===== src/rtl/ddr_read_arbiter_pkg.sv =====
// Shared definitions for the DDR read arbiter: FSM state encoding, requester
// slot indices, beat geometry and a one-hot to index helper.
package ddr_read_arbiter_pkg;

   typedef enum logic [1:0] {
      IDLE   = 2'd0,
      ISSUE  = 2'd1,
      STREAM = 2'd2
   } state_t;

   localparam int unsigned NUM_SLOTS = 3;

   localparam logic [1:0] SLOT_BIAS    = 2'd0;
   localparam logic [1:0] SLOT_WEIGHTS = 2'd1;
   localparam logic [1:0] SLOT_DATA    = 2'd2;

   localparam int unsigned BEAT_BYTES = 64;
   localparam int unsigned BEAT_SHIFT = 6;

   // Index of the set bit in a 3-bit one-hot vector (0 when empty).
   function automatic logic [1:0] onehot_to_idx(input logic [2:0] oh);
      logic [1:0] idx;
      idx = 2'd0;
      if (oh[SLOT_WEIGHTS]) idx = SLOT_WEIGHTS;
      if (oh[SLOT_DATA])    idx = SLOT_DATA;
      return idx;
   endfunction

endpackage


===== src/rtl/rr_arbiter3.sv =====
// Three-way round-robin arbiter, purely combinational.
// Ports:
//   pending    in  3  request vector, one bit per slot
//   last_grant in  2  index of the slot served most recently
//   winner     out 3  one-hot winner; zero when nothing is pending
// The search starts at the slot after last_grant and wraps around.
module rr_arbiter3
   import ddr_read_arbiter_pkg::*;
(
   input  logic [2:0] pending,
   input  logic [1:0] last_grant,
   output logic [2:0] winner
);

   always_comb begin
      winner = 3'b000;
      case (last_grant)
         SLOT_BIAS: begin
            if      (pending[SLOT_WEIGHTS]) winner = 3'b010;
            else if (pending[SLOT_DATA])    winner = 3'b100;
            else if (pending[SLOT_BIAS])    winner = 3'b001;
         end
         SLOT_WEIGHTS: begin
            if      (pending[SLOT_DATA])    winner = 3'b100;
            else if (pending[SLOT_BIAS])    winner = 3'b001;
            else if (pending[SLOT_WEIGHTS]) winner = 3'b010;
         end
         default: begin
            if      (pending[SLOT_BIAS])    winner = 3'b001;
            else if (pending[SLOT_WEIGHTS]) winner = 3'b010;
            else if (pending[SLOT_DATA])    winner = 3'b100;
         end
      endcase
   end

endmodule


===== src/rtl/ddr_read_arbiter.sv =====
// Shares one DDR read engine between three requesters (bias, weights, data).
// Each requester posts a one-cycle (addr, len) request; the arbiter picks a
// winner round-robin, issues one DDR command, then routes the DDR read FIFO
// to the winner until all beats of the transfer have been popped.
// Ports:
//   clk, rst_n                   clock, async active-low reset
//   req_st_addr/req_len/req_conf per-slot request (packed 3 slots)
//   req_fifo_req/req_fifo_empty  per-slot FIFO view, routed by grant
//   req_fifo_data                DDR read data broadcast to all slots
//   req_done                     pulse on the last beat of a transfer
//   ddr_st_addr_out/ddr_len/ddr_conf  command to the DDR engine
//   ddr_fifo_empty/ddr_fifo_req/ddr_fifo_data  DDR read FIFO
//   grant, busy, req_drop        status
module ddr_read_arbiter
   import ddr_read_arbiter_pkg::*;
#(
   parameter int unsigned DDR_ADDR_LEN = 32,
   parameter int unsigned SINGLE_LEN   = 24,
   parameter int unsigned DDR_DATA_LEN = 512
) (
   input  logic                      clk,
   input  logic                      rst_n,
   input  logic [3*DDR_ADDR_LEN-1:0] req_st_addr,
   input  logic [3*SINGLE_LEN-1:0]   req_len,
   input  logic [2:0]                req_conf,
   input  logic [2:0]                req_fifo_req,
   output logic [2:0]                req_fifo_empty,
   output logic [DDR_DATA_LEN-1:0]   req_fifo_data,
   output logic [2:0]                req_done,
   output logic [DDR_ADDR_LEN-1:0]   ddr_st_addr_out,
   output logic [SINGLE_LEN-1:0]     ddr_len,
   output logic                      ddr_conf,
   input  logic                      ddr_fifo_empty,
   output logic                      ddr_fifo_req,
   input  logic [DDR_DATA_LEN-1:0]   ddr_fifo_data,
   output logic [2:0]                grant,
   output logic                      busy,
   output logic [2:0]                req_drop
);

   localparam int unsigned BEAT_W = SINGLE_LEN - 5;
   localparam int unsigned SUM_W  = SINGLE_LEN + 1;

   state_t                    state, state_nxt;
   logic [2:0]                pending;
   logic [DDR_ADDR_LEN-1:0]   pend_addr [NUM_SLOTS];
   logic [SINGLE_LEN-1:0]     pend_len  [NUM_SLOTS];
   logic [1:0]                last_grant;
   logic [BEAT_W-1:0]         beats_left;
   logic [2:0]                done_zero;

   logic [2:0]                winner;
   logic [1:0]                win_idx;
   logic [1:0]                grant_idx;
   logic [DDR_ADDR_LEN-1:0]   win_addr;
   logic [SINGLE_LEN-1:0]     win_len;
   logic [BEAT_W-1:0]         win_beats;
   logic                      take;
   logic                      finish;
   logic                      route;
   logic                      beat;
   logic                      last_beat;
   logic [2:0]                taken;
   logic [2:0]                conf_ok;
   logic [2:0]                conf_drop;

   rr_arbiter3 u_rr (
      .pending    (pending),
      .last_grant (last_grant),
      .winner     (winner)
   );

   // Winner's latched request and its beat count, rounded up to whole beats.
   always_comb begin
      win_idx   = onehot_to_idx(winner);
      grant_idx = onehot_to_idx(grant);
      win_addr  = pend_addr[win_idx];
      win_len   = pend_len[win_idx];
      win_beats = BEAT_W'((SUM_W'(win_len) + SUM_W'(BEAT_BYTES - 1)) >> BEAT_SHIFT);
   end

   // FIFO routing: only the owner sees the DDR FIFO, and only while beats remain.
   always_comb begin
      route          = (state == STREAM) && (beats_left != '0);
      ddr_fifo_req   = route & req_fifo_req[grant_idx];
      req_fifo_empty = route ? (~grant | {3{ddr_fifo_empty}}) : 3'b111;
      beat           = ddr_fifo_req & ~ddr_fifo_empty;
      last_beat      = beat && (beats_left == BEAT_W'(1));
      req_done       = done_zero | (last_beat ? grant : 3'b000);
      req_fifo_data  = ddr_fifo_data;
   end

   // A slot being granted this cycle may re-request; a busy or waiting slot may not.
   always_comb begin
      taken     = take ? winner : 3'b000;
      conf_ok   = req_conf & ~grant & ~(pending & ~taken);
      conf_drop = req_conf & ~conf_ok;
   end

   // State register.
   always_ff @(posedge clk or negedge rst_n) begin
      if (!rst_n) state <= IDLE;
      else        state <= state_nxt;
   end

   // Next-state logic; a zero-length winner goes straight to STREAM and
   // finishes there without a command.
   always_comb begin
      state_nxt = state;
      take      = 1'b0;
      finish    = 1'b0;
      case (state)
         IDLE: begin
            if (|pending) begin
               take      = 1'b1;
               state_nxt = (win_len == '0) ? STREAM : ISSUE;
            end
         end
         ISSUE: state_nxt = STREAM;
         STREAM: begin
            if ((beats_left == '0) || last_beat) begin
               finish    = 1'b1;
               state_nxt = IDLE;
            end
         end
         default: state_nxt = IDLE;
      endcase
   end

   // Request capture, command issue and transfer bookkeeping.
   always_ff @(posedge clk or negedge rst_n) begin
      if (!rst_n) begin
         pending         <= 3'b000;
         grant           <= 3'b000;
         busy            <= 1'b0;
         ddr_conf        <= 1'b0;
         done_zero       <= 3'b000;
         req_drop        <= 3'b000;
         beats_left      <= '0;
         last_grant      <= SLOT_DATA;
         ddr_st_addr_out <= '0;
         ddr_len         <= '0;
         for (int i = 0; i < NUM_SLOTS; i++) begin
            pend_addr[i] <= '0;
            pend_len[i]  <= '0;
         end
      end else begin
         ddr_conf  <= 1'b0;
         done_zero <= 3'b000;
         busy      <= (state_nxt != IDLE);
         pending   <= (pending & ~taken) | conf_ok;
         req_drop  <= req_drop | conf_drop;

         for (int i = 0; i < NUM_SLOTS; i++) begin
            if (conf_ok[i]) begin
               pend_addr[i] <= req_st_addr[i*DDR_ADDR_LEN +: DDR_ADDR_LEN];
               pend_len[i]  <= req_len[i*SINGLE_LEN +: SINGLE_LEN];
            end
         end

         if (take) begin
            grant      <= winner;
            beats_left <= win_beats;
            if (win_len != '0) begin
               ddr_conf        <= 1'b1;
               ddr_st_addr_out <= win_addr;
               ddr_len         <= win_len;
            end
         end else if (beat) begin
            beats_left <= beats_left - BEAT_W'(1);
         end

         if (finish) begin
            grant      <= 3'b000;
            last_grant <= grant_idx;
            done_zero  <= (beats_left == '0) ? grant : 3'b000;
         end
      end
   end

endmodule


===== config.mk =====
export PLATFORM = sky130hd
export DESIGN_NAME = ddr_read_arbiter
export DESIGN_NICKNAME = d
export VERILOG_FILES = /design/src/rtl/ddr_read_arbiter_pkg.sv /design/src/rtl/rr_arbiter3.sv /design/src/rtl/ddr_read_arbiter.sv
export SDC_FILE = /design/constraint.sdc
export NUM_CORES = 1
export LEC_CHECK = 0
export ABC_AREA = 1
export CORE_AREA = 2 2 494 496
export CTS_BUF_LIST = sky130_fd_sc_hd__clkbuf_4
export CTS_CLUSTER_DIAMETER = 30
export DETAILED_ROUTE_END_ITERATION = 8
export DIE_AREA = 0 0 496 498
export PLACE_DENSITY = 0.33
export SLEW_MARGIN = 20
export SYNTH_ARGS = -nofsm -noshare
export SYNTH_HDL_FRONTEND = slang
export SYNTH_SLANG_ARGS = --single-unit

===== constraint.sdc =====
create_clock -name clk -period 3.3 [get_ports clk]
set_input_delay 0.495 -clock clk [delete_from_list [all_inputs] [get_ports clk]]
set_output_delay 0.495 -clock clk [all_outputs]
set_load 0.01 [all_outputs]

-- After elaboration in Yosys (flattened, before gate mapping)
Cells that the tools add are included.
- input bits: 689
- register bits: 261
- output and inout bits: 583
- reduce and logical (&&, ||, !) cells: 14
- muxes and demuxes: 41
- bitwise operators: 16
- equality and inequality tests: 4
- magnitude comparators: 2
- add/sub/neg operators: 2
- operator list (cell ; number):
    binary-select mux 32 bit (select 2 bit) ; 1
    two-way mux 32 bit ; 2
    binary-select mux 24 bit (select 2 bit) ; 1
    two-way mux 24 bit ; 2
    two-way mux 3 bit ; 14
    two-way mux 19 bit ; 2
    adder 24 x 6 -> 25 bit, second input constant ; 1
    zero test 24 bit ; 1
    nonzero test 24 bit ; 1
    equality test 19 x 1 -> 1 bit, second input constant ; 1
    zero test 19 bit ; 1
    nonzero test 19 bit ; 1
    subtractor 19 x 1 -> 19 bit, second input constant ; 1
    AND 3 bit ; 4
    two-way mux 2 bit ; 6
    inverter 3 bit ; 4
    bitwise OR 3 bit ; 4
    two-way mux 1 bit ; 10
    case mux 2 bit (3 select lines) ; 1
    case mux 3 bit (2 select lines) ; 1
    nonzero test 2 bit ; 3
    equality test 2 x 1 -> 1 bit, second input constant ; 2
    zero test 2 bit ; 2
    >= comparator 3 bit, second input constant ; 1
    other kinds (10) ; 12

-- Depth between registers and ports, before layout
- word-level depth: 15
- gate-level depth with buffers: 20
- mapped depth without buffers: 19

-- Cells and area by module
A second synthesis with hierarchy kept.
- cells, all modules: 1908
- area, all modules: 16278.1 um^2
- by module, submodules not included (module ; area each (um^2) ; instances ; sequential area each (um^2) ; cells each):
    ddr_read_arbiter ; 16199.3 ; 1 ; 6532.5 ; 1893
    rr_arbiter3 ; 78.8 ; 1 ; 0.0 ; 15

-- Worst setup path before layout
No wires, ideal clock.
- kind: register to register
- from: register last_grant[1]
- to: register ddr_len[16]
- arrival time: 2.157 ns
- setup time: 0.123 ns
- cell stages (with the launch flop): 15
- clock period less this slack: 2.281 ns
- path slack: 1.019 ns
- cells stage by stage: dfstp_2 nor2_1 nand2_4 nand3_2 buf_4 or2_2 nand2_1 nand4_1 nor2_1 and2_1 nand2_1 nand2_1 buf_6 buf_4 o21ai_1
- word-level cells in the longest chain between the ends: 10
- elaborated cells on any way between the ends: 11
- classes of those cells: 1 x eq/ne; 6 x mux; 1 x bitwise; 3 x reduce/logical
- ends and longest elaborated chain (item ; RTL line ; source):
    from (decl) ; ddr_read_arbiter.sv:48 ; logic [1:0] last_grant;
    from (signal assigned) ; ddr_read_arbiter.sv:175 ; last_grant <= grant_idx;
    equality test 2 x 1 -> 1 bit or zero test 2 bit (tied branches) ; rr_arbiter3.sv:17 ; case (last_grant)
    case mux 3 bit (2 select lines) * ; rr_arbiter3.sv:17 ;
    two-way mux 1 bit ; ddr_read_arbiter_pkg.sv:24 ; if (oh[SLOT_WEIGHTS]) idx = SLOT_WEIGHTS;
    two-way mux 2 bit * ; ddr_read_arbiter_pkg.sv:25 ; if (oh[SLOT_DATA]) idx = SLOT_DATA;
    inverter 2 -> 3 bit (implied by the code) * ; ddr_read_arbiter.sv:78 ; win_len = pend_len[win_idx];
    binary-select mux 24 bit (select 2 bit) * ; ddr_read_arbiter.sv:78 ;
    two-way mux 24 bit (implied by the code) * (2 in a row) ; ddr_read_arbiter.sv:78 ;
    nonzero test 24 bit ; ddr_read_arbiter.sv:164 ; if (win_len != '0) begin
    AND reduction 2 bit (no source line) ; n/a ;
    to (signal assigned) ; ddr_read_arbiter.sv:167 ; ddr_len <= win_len;
    to (decl) ; ddr_read_arbiter.sv:31 ; output logic [SINGLE_LEN-1:0] ddr_len,
Every way passes the cells marked *; elsewhere a longest branch is shown, timed or not. The select of a mux whose other input is x is not followed.
A chain may end at the register's enable or synchronous reset.

-- Worst setup path after layout
- from: register beats_left[4]
- to: output req_done[0]
- word-level cells in the longest chain between the ends: 7
- elaborated cells on any way between the ends: 8
- classes of those cells: 1 x eq/ne; 1 x mux; 3 x bitwise; 3 x reduce/logical
- ends and longest elaborated chain (item ; RTL line ; source):
    from (decl) ; ddr_read_arbiter.sv:49 ; logic [BEAT_W-1:0] beats_left;
    from (signal assigned) ; ddr_read_arbiter.sv:163 ; beats_left <= win_beats;
    from (signal assigned) ; ddr_read_arbiter.sv:170 ; beats_left <= beats_left - BEAT_W'(1);
    nonzero test 19 bit ; ddr_read_arbiter.sv:84 ; route = (state == STREAM) && (beats_left != '0);
    logical AND 1 bit ; ddr_read_arbiter.sv:84 ;
    AND 1 bit ; ddr_read_arbiter.sv:85 ; ddr_fifo_req = route & req_fifo_req[grant_idx];
    AND 1 bit ; ddr_read_arbiter.sv:87 ; beat = ddr_fifo_req & ~ddr_fifo_empty;
    logical AND 1 bit * ; ddr_read_arbiter.sv:88 ; last_beat = beat && (beats_left == BEAT_W'(1));
    two-way mux 3 bit * ; ddr_read_arbiter.sv:89 ; req_done = done_zero | (last_beat ? grant : 3'b000);
    bitwise OR 3 bit * ; ddr_read_arbiter.sv:89 ;
    to (decl) ; ddr_read_arbiter.sv:29 ; output logic [2:0] req_done,
Every way passes the cells marked *; elsewhere a longest branch is shown, timed or not.

==> run summary <==
Count of cell types in the netlist = 46
Share of layout cells above drive strength 1 = 22.2%
Worst setup EP type = primary output
# setup viols final = 0
Async S/R FF share, synth = 100%
CTS H-Tree Depth = 3
Critical Path Source Type = flop
Pin count of the biggest net entering global routing = 79
CP most frequent cell = nor2_4
Vias in the first global route = 12300
Run status = finished, final reports clean
DIE WIDTH = 496 um
Synthesized net count = 2512
Placed inst area = 0.0190 mm2
Finished Core Util = 8.38%
CTS clk-pin slew, worst paths = 60 ps
CTS tree = yes
Fin crit period = 3090 ps
Clk sinks = 261
Seq/Total Area, Yosys = 40.5%
DR vias = 12200
CP peak stage delay = 380 ps
Lkg Pwr = 7.86 nW
Gr ovfl total = 0
CP Data Required Time = 2800 ps
Critical Path Slowest Stage Cell = dfrtp_1
Sw Share = 40.5%
Skew-Pair Late Insertion Delay = 860 ps
Top Usage Layer GRT = met2
Warning count from the yosys run = 0
Nets = 2342
Post-synth EDFFs = 0
Clock buffer depth = 3
GR Layer Usage met1 = 6.56%
Detail Route Antenna Nets = 0
Core ar. = 0.242 mm2
Top_reg_cell synth = dfrtp_1
First-pass GRT wire length = 210000 um
Flop pwr share = 33.3%
Total wire length = 182000 um
Final hold vios = 0
WS Path Type = flop to primary output
Final hold slack = 237 ps
Clock Skew = 112 ps
Combinational share of power = 38.1%
Port-buffer cells = 247
Final Non-Filler Cells = 4912
Hold Path Class = input pin to flop
DR iter-0 viols = 628
Max IR drop VDD = 0.214 mV
Max-Cap Viols = 0
CTS Root Cell = clkbuf_4
Drt via density = 2.48
Tot Pwr = 11.6 mW
CTS Buf Count = 84
DP Cell Count = 4748
Cells after synthesis = 1820
P&R area growth vs syn = 25.8%
GP Congestion = 0.962
Routed len/inst = 37.1 um
Power share of the clock group = 28.6%
Slew Limit Fails = 0
CP arrival = 2590 ps
Routing usage on met2 = 24.9%
Measured slew at the worst slew-check pin = 747 ps
Fmax = 0.324 GHz
Cell Pwr Density = 571 mW/mm2
DIE AREA = 0.247 mm2
#FFs+latches synth = 261
Slew HR = 50.2%
Initial core utilization = 6.66%
Post-detail-place hpwl = 168000 um
Top delay family on crit path = simple AND/OR/NAND/NOR gates
Worst path bufs/invs = 3
Std-Cell Rows = 181
Final Instance Area = 0.0203 mm2
Die height = 498 um
DRT Pass-1 Iters = 5
Total GRT Usage = 14.1%
Syn Area/Cell = 8.86 um2
Net switching power = 4.68 mW
Final period util = 93.6%
Residual DRC = 0
CP Max Fanout = 3
Worst-path cell chain = inv_2 > nand2_4 > nor2_4 > nand2_2 > nor2_4 > nand3_4 > nand2_2 > inv_4 > nand2_4 > nor2_4 > nand4_1 > o21bai_4 > buf_12
Post-Synthesis Cell Area = 0.0161 mm2
Antenna violations before repair = 79
IO Pins = 1272
Met3 GRT Util = 21.4%
Cell Int Power = 6.89 mW
state kept, by name, indices dropped and copies added (netlist names):
name	cells
ddr_conf	1
last_grant	2
pend_addr	96
beats_left	19
grant	3
busy	1
done_zero	3
state	2
pending	3
pend_len	72
ddr_st_addr_out	32
ddr_len	24
req_drop	3
per-layer routing:
| layer | part of all wire, % | routed length [um] |
|---|---|---|
| met5 | 0.53 | 964 |
| met4 | 1.5 | 2820 |
| met3 | 32 | 58800 |
| met2 | 49 | 90200 |
| met1 | 16 | 29600 |
cell usage after synthesis (2+ instances only):
library cell / number / area (um2)
buf_2: 27 / 135
inv_2: 2 / 7.51
nand2_1: 281 / 1050
dfrtp_1: 260 / 6510
ha_1: 3 / 37.5
nor2_1: 99 / 372
clkbuf_1: 15 / 56.3
o21ai_0: 36 / 180
mux2_2: 136 / 1530
nor3_1: 9 / 45.0
a21oi_1: 91 / 455
a22oi_1: 2 / 15.0
xnor2_1: 2 / 17.5
a21o_1: 3 / 22.5
nor4_1: 2 / 12.5
inv_1: 102 / 383
buf_4: 520 / 3900
nand3_1: 88 / 440
a2bb2oi_1: 2 / 17.5
buf_1: 5 / 18.8
nand2_4: 2 / 22.5
o21ai_1: 63 / 315
a31oi_1: 3 / 18.8
xor2_1: 6 / 52.6
o211ai_1: 5 / 37.5
nand4_1: 13 / 81.3
o22ai_1: 2 / 12.5
or2_1: 2 / 12.5
buf_6: 9 / 101
o21bai_1: 4 / 30.0
nor2_2: 2 / 12.5
mux2i_1: 5 / 50.1
or2_2: 6 / 37.5
path summary, 6_finish.rpt:
| kind | start | endpoint | slack, ps | cells past startpoint |
|---|---|---|---|---|
| max | beats_left[4] | req_done[0] | 210 | 13 |
| min | req_st_addr[0] | pend_addr[64] | 240 | 3 |
| max reg2reg | last_grant[1] | ddr_st_addr_out[26] | 310 | 16 |
| min reg2reg | req_drop[1] | req_drop[1] | 470 | 1 |
| max in group asynchronous | rst_n | pend_addr[87] | 2020 | 3 |
| min in group asynchronous | rst_n | pend_addr[78] | 250 | 2 |
cells by family (layout without fill, tap and decap cells):
family	after synthesis	after routing	share of synthesized area (%)
AO/OA/AOI/OAI	216	216	7.11
flip-flops	261	261	40.5
adder cells (fa/ha/maj)	3	3	0.233
buffers and inverters	680	559	28.6
XOR/XNOR	8	8	0.435
other	0	11	0
AND/OR/NAND/NOR	511	511	13.3
multiplexers	141	141	9.81
layout make-up:
| cell class | count | area, um2 |
|---|---|---|
| antenna | 11 | 27.5 |
| clock buffer | 109 | 818 |
| clock inverter | 26 | 184 |
| fill | 28400 | 222000 |
| inverter | 104 | 393 |
| multi-input combinational | 879 | 5110 |
| sequential | 261 | 6530 |
| tap | 3202 | 4010 |
| timing repair buffer | 320 | 3200 |
what timing repair did:
| item | CTS | global route |
|---|---|---|
| endpoints found under the hold margin | 72 | 0 |
| pin swaps | 8 | 3 |
| gates resized for setup | 30 | 8 |
| gates cloned | 0 | 0 |
| endpoints found under the setup margin | 7 | 4 |
| hold buffers | 1 | 0 |
| setup buffers | 13 | 4 |
power by group through the flow:
| stage | combinational [mW] | clock, mW | sequential [mW] |
|---|---|---|---|
| 5_1_grt | 4.84 | 3.66 | 3.90 |
| 4_1_cts | 4.54 | 3.51 | 3.86 |
| 3_5_place_dp | 4.42 | 0 | 3.91 |
| 6_report | 4.41 | 3.31 | 3.85 |
| 2_1_floorplan | 2.82 | 0 | 3.87 |
| 3_3_place_gp | 4.42 | 0 | 3.91 |
worst min-delay path: stages:
cell and delay [ps]:
clkdlybuf4s50_1 400, nor2_1 110, a21oi_1 40
cells in the final DEF (no fill, tap or decap), drive strengths merged, types with 89 or more instances in the layout:
master,instances
a21oi,92
nor2,102
dfrtp,260
clkdlybuf4s50,239
mux2,136
o21ai,100
clkbuf,109
nand3,89
nand2,284
inv,106
metrics by stage:
step | worst slack [ps] | setup TNS, ps
finish | 211 | 0
CTS | -29.5 | -47.9
floorplan | 1020 | 0
global placement | 167 | 0
detailed placement | 158 | 0
global route | -10.0 | -10.0
(Power assumes the default switching activity.)
==> RTL change: new RTL, same settings <==
Add an input register stage for `req_conf`, with the module's reset; this delays it by one clock. The other inputs are not delayed to match.
--- a/src/rtl/ddr_read_arbiter.sv
+++ b/src/rtl/ddr_read_arbiter.sv
@@ -42,2 +42,12 @@
    localparam int unsigned SUM_W  = SINGLE_LEN + 1;
+
+   logic [2:0] req_conf_q;
+
+   always_ff @(posedge clk or negedge rst_n) begin
+      if (!rst_n) begin
+         req_conf_q <= '0;
+      end else begin
+         req_conf_q <= req_conf;
+      end
+   end
 
@@ -95,4 +105,4 @@
       taken     = take ? winner : 3'b000;
-      conf_ok   = req_conf & ~grant & ~(pending & ~taken);
-      conf_drop = req_conf & ~conf_ok;
+      conf_ok   = req_conf_q & ~grant & ~(pending & ~taken);
+      conf_drop = req_conf_q & ~conf_ok;
    end
Check against the original RTL: not equivalent (Yosys sat finds a counterexample within 4 cycles, from zero or initial values and one cycle with rst_n low).
==> RTL change against the original RTL <==
Highest routed layer unchanged; global-route usage decreased by 0.44 points; critical endpoint is now req_done[1]; wire length decreased by 3.2%; count of clock-buffer cells in the layout increased by 9; area after synthesis increased by 2.1%; register-to-register slack improved by 0.10 ns; worst setup slack got worse by 0.11 ns; sequential cell count increased by 3; final area increased by 3.1%.
Power is not compared: it rests on default switching activity, and its combinational part moved more than twofold at a synthesized area within 25%.
==> RTL change: results (changes against the original RTL) <==
Run status
  – Status: complete, no violations (unchanged)

Synth
  – Cell count after synthesis: 1897 (was 1820)
  – Post-synthesis sequential area ratio: 40.1% (was 40.5%)
  – Yosys Warn Count: 0 (unchanged)
  – Synth area leaders: dfrtp_1, buf_4, mux2_2 (unchanged)
  – Async SR Flop Fraction: 100% (unchanged)
  – Syn Nets: 2588 (was 2512)
  – Commonest cells in the netlist: buf_4, nand2_1, dfrtp_1, nor2_1, inv_1 (was buf_4, nand2_1, dfrtp_1, mux2_2, inv_1)
  – Netlist cell types: 43 (was 46)

Timing
  – Relative slew slack: 56.5% (was 50.2%)
  – Worst Skew: 0.0940 ns (was 0.112 ns)

Placement
  – Dpl cells: 4842 (was 4748)
  – Post-DP HPWL: 161000 um (was 168000 um)
  – Worst slack, placed: 0.0770 ns (was 0.158 ns)
  – Number of port buffers: 247 (unchanged)
  – GP Congestion: 0.962 (about the same)

Pwr
  – LEAKAGE: between 8 and 9 nW

Clock tree
  – CTS buffer count: 85 (was 84)
  – H-tree depth: 3 (unchanged)
  – Clock Latency Late Sink: 0.92 ns (was 0.86 ns)
  – Clock root buffer master: clkbuf_4 (unchanged)
  – CTS clk-pin slew, worst paths: 0.06 ns (about the same)
  – Longest Clk Path Bufs: 3 (unchanged)

Detailed routing
  – Mean number of vias per cell: 2.49 (was 2.48)
  – First drt pass iteration count: 4 (was 5)
  – Starting DRT DRC Count: 657 (was 628)
  – Final WL: 176000 um (was 182000 um)

Critical path
  – CP max stage delay: around 0.37 ns
  – Slowest CP cell: dfrtp_1 (unchanged)
  – Crit path from: beats_left[1]$_DFFE_PN0P_ (was beats_left[4]$_DFFE_PN0P_)
  – Crit path max fanout: 4 (was 3)
  – Delay-heaviest family, CP: simple AND/OR/NAND/NOR gates (unchanged)
  – WP data arrival: 2.70 ns (was 2.59 ns)

Layout
  – Largest registers: pend_addr x96, pend_len x72, ddr_st_addr_out x32 (unchanged)
  – Layout cell share with drive strength beyond 1: 23.4% (was 22.2%)
  – Final Non-Filler Cells: 5020 (was 4912)
  – Layout Nets: 2431 (was 2342)

Worst hold path
  – Hold Crit Class: primary input to flop (unchanged)
  – Worst hold start: req_conf[0] (was req_st_addr[0])

Global route
  – Largest net degree at the start of global routing: 92 (was 79)
  – Number of global-route vias before repair: 12600 (was 12300)
  – Initial antenna violation count: 73 (was 79)
  – Gr usage total: 13.7% (was 14.1%)
  – Global-route wire length before repair: 205000 um (was 210000 um)
-- RTL change: changes by cell type after synthesis, moves of 6 or more --
cell,before,now
a21oi_1,91,100
mux2_1,0,12
mux2_2,136,99
nand2_1,281,290
nand2_2,1,9
nand3_1,88,76
nor2_1,99,169
nor3_1,9,3
o21ai_0,36,49
o21ai_1,63,16
o21ai_2,1,37
-- RTL change: timing repair --
| action | CTS | global route |
|---|---|---|
| endpoints found under the hold margin | 219 | 0 |
| pin swaps | 10 | 8 |
| hold buffers | 1 | 0 |
| gates cloned | 0 | 0 |
| resized for setup | 56 | 10 |
| endpoints found under the setup margin | 7 | 7 |
| buffers inserted | 9 | 3 |
-- RTL change: final timing paths --
kind / cells after the start / slack [ns] / end
max: 16 / 0.10 / req_done[1]
min: 1 / 0.15 / req_conf_q[0]$_DFF_PN0_
max reg2reg: 12 / 0.41 / pend_len[24]$_DFFE_PN0P_
min reg2reg: 2 / 0.47 / ddr_len[22]$_DFFE_PN0P_
max in group asynchronous: 3 / 2.31 / last_grant[1]$_DFFE_PN1P_
min in group asynchronous: 2 / 0.16 / pend_addr[55]$_DFFE_PN0P_
-- RTL change: routing by layer --
| metal | up-vias | global-route usage [%] | part of all wire (%) |
|---|---|---|---|
| met3 | 209 | 19.9 | 31 |
| met1 | 5447 | 5.95 | 15 |
| met4 | 112 | 1.53 | 0.99 |
| li1 | 5339 | - | - |
| met5 | - | 0.998 | 0.48 |
| met2 | 1410 | 25.5 | 52 |
-- RTL change: cell families (layout without fill, tap and decap cells) --
| family | count (synthesis) | in the layout | share of synthesized area (%) |
|---|---|---|---|
| buffers and inverters | 694 | 602 | 28.4 |
| adder cells (fa/ha/maj) | 2 | 2 | 0.152 |
| multiplexers | 111 | 111 | 7.59 |
| XOR/XNOR | 10 | 10 | 0.532 |
| AND/OR/NAND/NOR | 591 | 591 | 15.2 |
| AO/OA/AOI/OAI | 225 | 225 | 8.05 |
| other | 0 | 13 | 0 |
| flip-flops | 264 | 264 | 40.1 |
-- RTL change: layout make-up --
cell class,count,area (um^2)
antenna,13,32.5
clock buffer,118,886
clock inverter,34,230
fill,28400,221000
inverter,115,432
multi-input combinational,939,5370
sequential,264,6610
tap,3202,4010
timing repair buffer,335,3330
-- RTL change: power by group through the flow --
stage	registers, W	logic [W]	clock network [W]
floorplan	0.00343	0.000831	0
global placement	0.00346	0.000608	0
detailed placement	0.00346	0.000610	0
CTS	0.00340	0.000614	0.00381
global route	0.00341	0.000662	0.00395
finish	0.00340	0.000594	0.00359
-- RTL change: per-stage QoR --
stage	cell area [um^2]	util (%)	total power, W
after floorplan	16500	-	0.00426
after global placement	19500	8.07	0.00407
after detailed placement	19500	8.07	0.00407
after CTS	20800	8.60	0.00782
after global routing	20900	8.63	0.00803
final	20900	8.64	0.00758
